`config.mk`:
```
export PLATFORM = sky130hd
export DESIGN_NAME = fifo_stream_packer
export DESIGN_NICKNAME = d
export VERILOG_FILES = /design/src/rtl/fifo_stream_packer.sv
export SDC_FILE = /design/constraint.sdc
export NUM_CORES = 1
export LEC_CHECK = 0
export CELL_PAD_IN_SITES_DETAIL_PLACEMENT = 0
export CELL_PAD_IN_SITES_GLOBAL_PLACEMENT = 2
export CORE_UTILIZATION = 40
export DETAILED_ROUTE_END_ITERATION = 8
export PLACE_DENSITY_LB_ADDON = 0.1
export SYNTH_ARGS = -nofsm -noshare
export SYNTH_HDL_FRONTEND = slang
export SYNTH_SLANG_ARGS = --single-unit
export TNS_END_PERCENT = 10
```
`constraint.sdc`:
```
create_clock -name i_clk -period 5.1 [get_ports i_clk]
set_input_delay 0.765 -clock i_clk [delete_from_list [all_inputs] [get_ports i_clk]]
set_output_delay 0.765 -clock i_clk [all_outputs]
set_load 0.1 [all_outputs]
```
`src/rtl/fifo_stream_packer.sv`:
```
// Read-side FIFO consumer: packs G_RATIO words into one wide word and presents
// it through a 2-entry in-order output buffer on a valid/ready stream.
module fifo_stream_packer #(
    parameter int G_WIDTH = 8,
    parameter int G_RATIO = 4
) (
    input  logic                         i_clk,
    input  logic                         i_rst_n,
    output logic                         o_fifo_rd,
    input  logic                         i_fifo_empty,
    input  logic [G_WIDTH-1:0]           i_fifo_data,
    input  logic                         i_fifo_rd_done,
    output logic                         o_valid,
    input  logic                         i_ready,
    output logic [G_WIDTH*G_RATIO-1:0]   o_data,
    output logic [1:0]                   o_level,
    output logic                         o_err
);

    localparam int DW = G_WIDTH * G_RATIO;
    localparam int PW = (G_RATIO > 1) ? $clog2(G_RATIO) : 1;
    localparam int CW = $clog2(2 * G_RATIO + 2);
    localparam logic [PW-1:0] LAST    = PW'(G_RATIO - 1);
    localparam logic [CW-1:0] RATIO_C = CW'(G_RATIO);
    localparam logic [CW-1:0] LIMIT   = CW'(2 * G_RATIO);

    logic [PW-1:0] pack_cnt;
    logic          inflight;
    logic [DW-1:0] pack_data;
    logic [DW-1:0] pack_next;
    logic [DW-1:0] buf1;
    logic [CW-1:0] committed;
    logic [CW-1:0] avail;
    logic          pop;
    logic          done_ok;
    logic          push;
    logic          full_drop;

    assign o_valid = (o_level != 2'd0);
    assign pop     = o_valid & i_ready;
    assign done_ok = i_fifo_rd_done & inflight;

    // Everything already owed to the buffer, counted in FIFO words; a pop this
    // cycle frees one wide slot so reads can continue back-to-back.
    assign committed = CW'(o_level) * RATIO_C + CW'(pack_cnt) + CW'(inflight);
    assign avail     = committed - (pop ? RATIO_C : '0);
    assign o_fifo_rd = i_rst_n & ~i_fifo_empty & (avail < LIMIT);

    always_comb begin
        pack_next = pack_data;
        for (int k = 0; k < G_RATIO; k++) begin
            if (pack_cnt == PW'(k)) begin
                pack_next[k*G_WIDTH +: G_WIDTH] = i_fifo_data;
            end
        end
    end

    assign push      = done_ok & (pack_cnt == LAST);
    assign full_drop = push & (o_level == 2'd2) & ~pop;

    always_ff @(posedge i_clk or negedge i_rst_n) begin
        if (!i_rst_n) begin
            pack_cnt  <= '0;
            inflight  <= 1'b0;
            pack_data <= '0;
            buf1      <= '0;
            o_data    <= '0;
            o_level   <= 2'd0;
            o_err     <= 1'b0;
        end else begin
            inflight <= o_fifo_rd | (inflight & ~i_fifo_rd_done);

            // A done with nothing outstanding is a stray pulse; its data is ignored.
            if (done_ok) begin
                if (push) begin
                    pack_cnt  <= '0;
                    pack_data <= '0;
                end else begin
                    pack_cnt  <= pack_cnt + PW'(1);
                    pack_data <= pack_next;
                end
            end

            if ((i_fifo_rd_done & ~inflight) | full_drop) begin
                o_err <= 1'b1;
            end

            case (o_level)
                2'd0: begin
                    if (push) begin
                        o_data  <= pack_next;
                        o_level <= 2'd1;
                    end
                end
                2'd1: begin
                    if (push & pop) begin
                        o_data <= pack_next;
                    end else if (push) begin
                        buf1    <= pack_next;
                        o_level <= 2'd2;
                    end else if (pop) begin
                        o_level <= 2'd0;
                    end
                end
                default: begin
                    if (pop) begin
                        o_data <= buf1;
                        if (push) begin
                            buf1 <= pack_next;
                        end else begin
                            o_level <= 2'd1;
                        end
                    end
                end
            endcase
        end
    end

endmodule

```
==> impl_summary.log <==
INFO  metric synth_seq_cells = between 100 and 150
INFO  metric via_per_inst = 5.01
INFO  metric die_w = 110 microns
INFO  metric use_met3 = 4.03%
INFO  metric design_area = approximately 5500 sq um
INFO  metric worst-path-max-fanout = 32
INFO  metric cell_area_after_synthesis = 4630 sq um
INFO  metric cts_tree = done
INFO  metric design.final.nets = 465
INFO  metric num-fill-cells = 1023
INFO  metric gp_weighted_congestion = slightly above 0.7
INFO  metric drt_pass1_iterations = 4
INFO  metric worst_slew_margin_rel = 34.3%
INFO  metric synthesized_net_count = 424
INFO  metric detailedRoute.firstIterationViolations = 112
INFO  metric die_height = 110 microns
INFO  metric ant_nets = 0
INFO  metric cap_viol_max_count = 0
INFO  metric hold_worst_slack = 0.404 ns
INFO  metric cp.arrival = 2.75 ns
INFO  metric fin_setup_tns = 0 ns
INFO  metric coreArea = 11100 sq um
INFO  metric reg2regPathDepth = 5
INFO  metric cts.htree.levels = 3
INFO  metric diodes = 0
INFO  metric reg2reg_setup_slack = 1.97 ns
INFO  metric post_synth_inst_count = 406
INFO  metric cp-end-kind = output pin
INFO  metric max_freq = 284 MHz
INFO  metric worst-path-stages = 2
INFO  metric cts.repair_timing.setup_buffer_count = 0
INFO  metric cp.required = 4.34 ns
INFO  metric detail_route.wirelength = 9620 microns
INFO  metric synth.yosys.seq_area_share = 55.1%
INFO  metric clk_pin_slew = around 0.06 ns
INFO  metric detailedPlacementHpwl = 6180 microns
INFO  metric final_max_slew_viol_count = 0
INFO  metric maximum_number_of_pins_on_one_net_before_global_route_repair = between 60 and 70
INFO  metric crit-reg2reg-launch = pack_cnt[0]
INFO  metric clock-root-buffer = clkbuf_16
INFO  metric endpoint_of_the_lowest_slack_register_to_register_path = o_data[9]
INFO  metric globalRouteOverflowTotal = 0
INFO  metric io-pin-count = 50
INFO  metric total_power = 3.82 mW
INFO  metric std_cell_rows = 38
INFO  metric rsz_0062_raised_after_global_routing = false
INFO  metric crit_path_category = flop to output pin
INFO  metric synth_warnings = 0
INFO  metric timing_hold_violations_final = 0
INFO  metric route.detailed.drc = 0
INFO  metric register_area = 2550 sq um
INFO  metric grt_pass1_vias = 2949
INFO  metric setup-violations-final = 0
INFO  metric layout-area-overhead-vs-synth = 19.2%
INFO  metric clk-insertion-delay-late = 0.34 ns
INFO  metric dieArea = 12000 sq um
INFO  metric ir_drop = 0.386 mV
INFO  metric detailroute.via_count = between 2k and 3k
INFO  metric crit_slowest_cell = clkdlybuf4s50_1
INFO  metric cts_repair_resize_count = 0
INFO  metric fin_crit = 3.52 ns
INFO  metric cp_num_buf_inv = 1
INFO  metric list_of_cells_traversed_by_the_critical_path = or2_4 -> clkdlybuf4s50_1
INFO  metric timing.critical_path.from_type = flop
INFO  metric tritoncts_num_sinks = 102
INFO  metric multi_input_comb_area = around 1800 sq um
INFO  metric power_leakage = 2.46 nW
INFO  metric groute.layer.met2.usage = 27.6%
INFO  metric port_buffers = 49
INFO  metric synth_cell_types = 33
INFO  metric global_route.peak_usage_layer = met2
INFO  metric routed_wire_length_per_instance = 16.3 microns
INFO  metric clockBufferDepth = 2
INFO  metric period_share = 68.9%
INFO  metric cts_buffers = 9
INFO  metric areal_power_density_over_the_cells = 693 nW/um^2
INFO  metric run_status = finished, final reports clean
INFO  metric worst-slew-pin-transition = 0.985 ns
INFO  metric grt_antenna_before_repair = 0
INFO  metric critical_path.top_delay_family = buffers and inverters
INFO  metric setup_clock_skew_after_layout = 0.00788 ns
INFO  metric worstHoldPathType = primary input to async pin
INFO  metric placed_area = between 5000 and 6000 sq um
INFO  metric synth_area_per_cell = ~11 sq um
INFO  metric grt.total_usage = 17.8%
INFO  metric hold_buf_cts = 0
INFO  metric grt_pass1_wl = 15800 microns
INFO  metric drive_above_1_share = 13.9%
INFO  metric critical-path-max-stage-delay = 1.14 ns
INFO  metric initial_utilization = 41.8%
INFO  metric grt.met1_usage = 24.9%
[logic make-up (layout without fill, tap and decap cells)]
| kind of cell | count (synthesis) | count (layout) | synth area share [%] |
|---|---|---|---|
| mux | 102 | 102 | 23.1 |
| flops | 102 | 102 | 55.1 |
| fa+ha+maj | 5 | 5 | 1.35 |
| simple gates | 73 | 73 | 6.92 |
| buf+inv | 60 | 106 | 5.51 |
| compound gates | 62 | 62 | 7.62 |
| xor+xnor | 2 | 2 | 0.378 |
[report_power, final]
part	total (mW)	internal (mW)	switching (mW)
registers	1.21	1.07	0.142
logic	1.88	0.523	1.36
clock network	0.723	0.429	0.294
[cell usage after synthesis]
cell type | count | area share (%)
or2_2 | 1 | 0.14
buf_6 | 1 | 0.24
ha_1 | 5 | 1.4
or3b_4 | 1 | 0.24
nand2_2 | 1 | 0.14
o31ai_1 | 1 | 0.16
a21oi_4 | 1 | 0.35
or2_4 | 1 | 0.19
buf_4 | 5 | 0.81
a31oi_1 | 1 | 0.14
inv_2 | 1 | 0.081
a41o_1 | 1 | 0.22
o211ai_1 | 1 | 0.16
mux2i_1 | 64 | 14
mux2_2 | 35 | 8.5
nor2b_1 | 1 | 0.14
a22oi_4 | 1 | 0.46
o22ai_1 | 1 | 0.14
a21oi_1 | 2 | 0.22
a21o_1 | 1 | 0.16
nand2b_1 | 1 | 0.14
inv_1 | 36 | 2.9
nor2_1 | 1 | 0.081
clkbuf_1 | 14 | 1.1
xnor2_1 | 2 | 0.38
dfrtp_1 | 102 | 55
buf_2 | 3 | 0.32
nand2_1 | 56 | 4.5
nand3_1 | 1 | 0.11
mux2_1 | 3 | 0.73
o21ai_0 | 52 | 5.6
and2_1 | 8 | 1.1
or3_1 | 1 | 0.14
[worst register-to-register path: cells and delay by family, from the launching register on]
kind	cells	cell delay [ns]
simple gates	1	0.54
fa+ha+maj	1	0.54
flops	1	0.45
mux	1	0.37
compound gates	1	0.77
buf+inv	1	0.35
[per-layer routing]
layer	wire length (microns)	vias up
li1	-	1436
met2	4410	53
met5	0	-
met1	4760	1468
met4	112	0
met3	336	9
[through the flow]
stage / std cells / util [%] / worst slack, ns
after floorplan: 406 / - / 0.896
after global placement: 576 / 47.0 / 1.72
after detailed placement: 576 / 47.0 / 1.67
after CTS: 592 / 49.8 / 1.56
after global routing: 592 / 49.8 / 1.44
final: 592 / 49.8 / 1.58
[layout by cell type (no fill, tap or decap), types with 3 or more instances in the layout]
cell,n
clkdlybuf4s50_1,47
mux2_1,3
clkbuf_16,9
buf_4,6
mux2_2,35
inv_1,36
o21ai_0,52
dfrtp_1,102
and2_1,8
ha_1,5
mux2i_1,64
nand2_1,56
[final cells by class]
type	count	area share, %
repair buffers	53	9.34
inverters	37	2.52
well taps	140	3.17
clock inverters	6	1.56
clock buffers	10	4.15
multi-input cells	244	33.0
flip-flops and latches	102	46.2
[how the worst max path moves through the flow]
stage,startpoint,endpoint
3_5_place_dp,i_fifo_rd_done,o_data[15]
4_1_cts,o_level[1],o_valid
3_3_place_gp,i_fifo_rd_done,o_data[10]
2_1_floorplan,o_level[1],o_fifo_rd
5_1_grt,o_level[1],o_valid
6_report,o_level[1],o_valid
[sequential cells by signal, summed over array words and instances, names as in the netlist]
signal,count
o_err,1
o_level,2
pack_data,32
pack_cnt,2
o_data,32
inflight,1
buf1,32
Power figures use the tool's default switching activity.
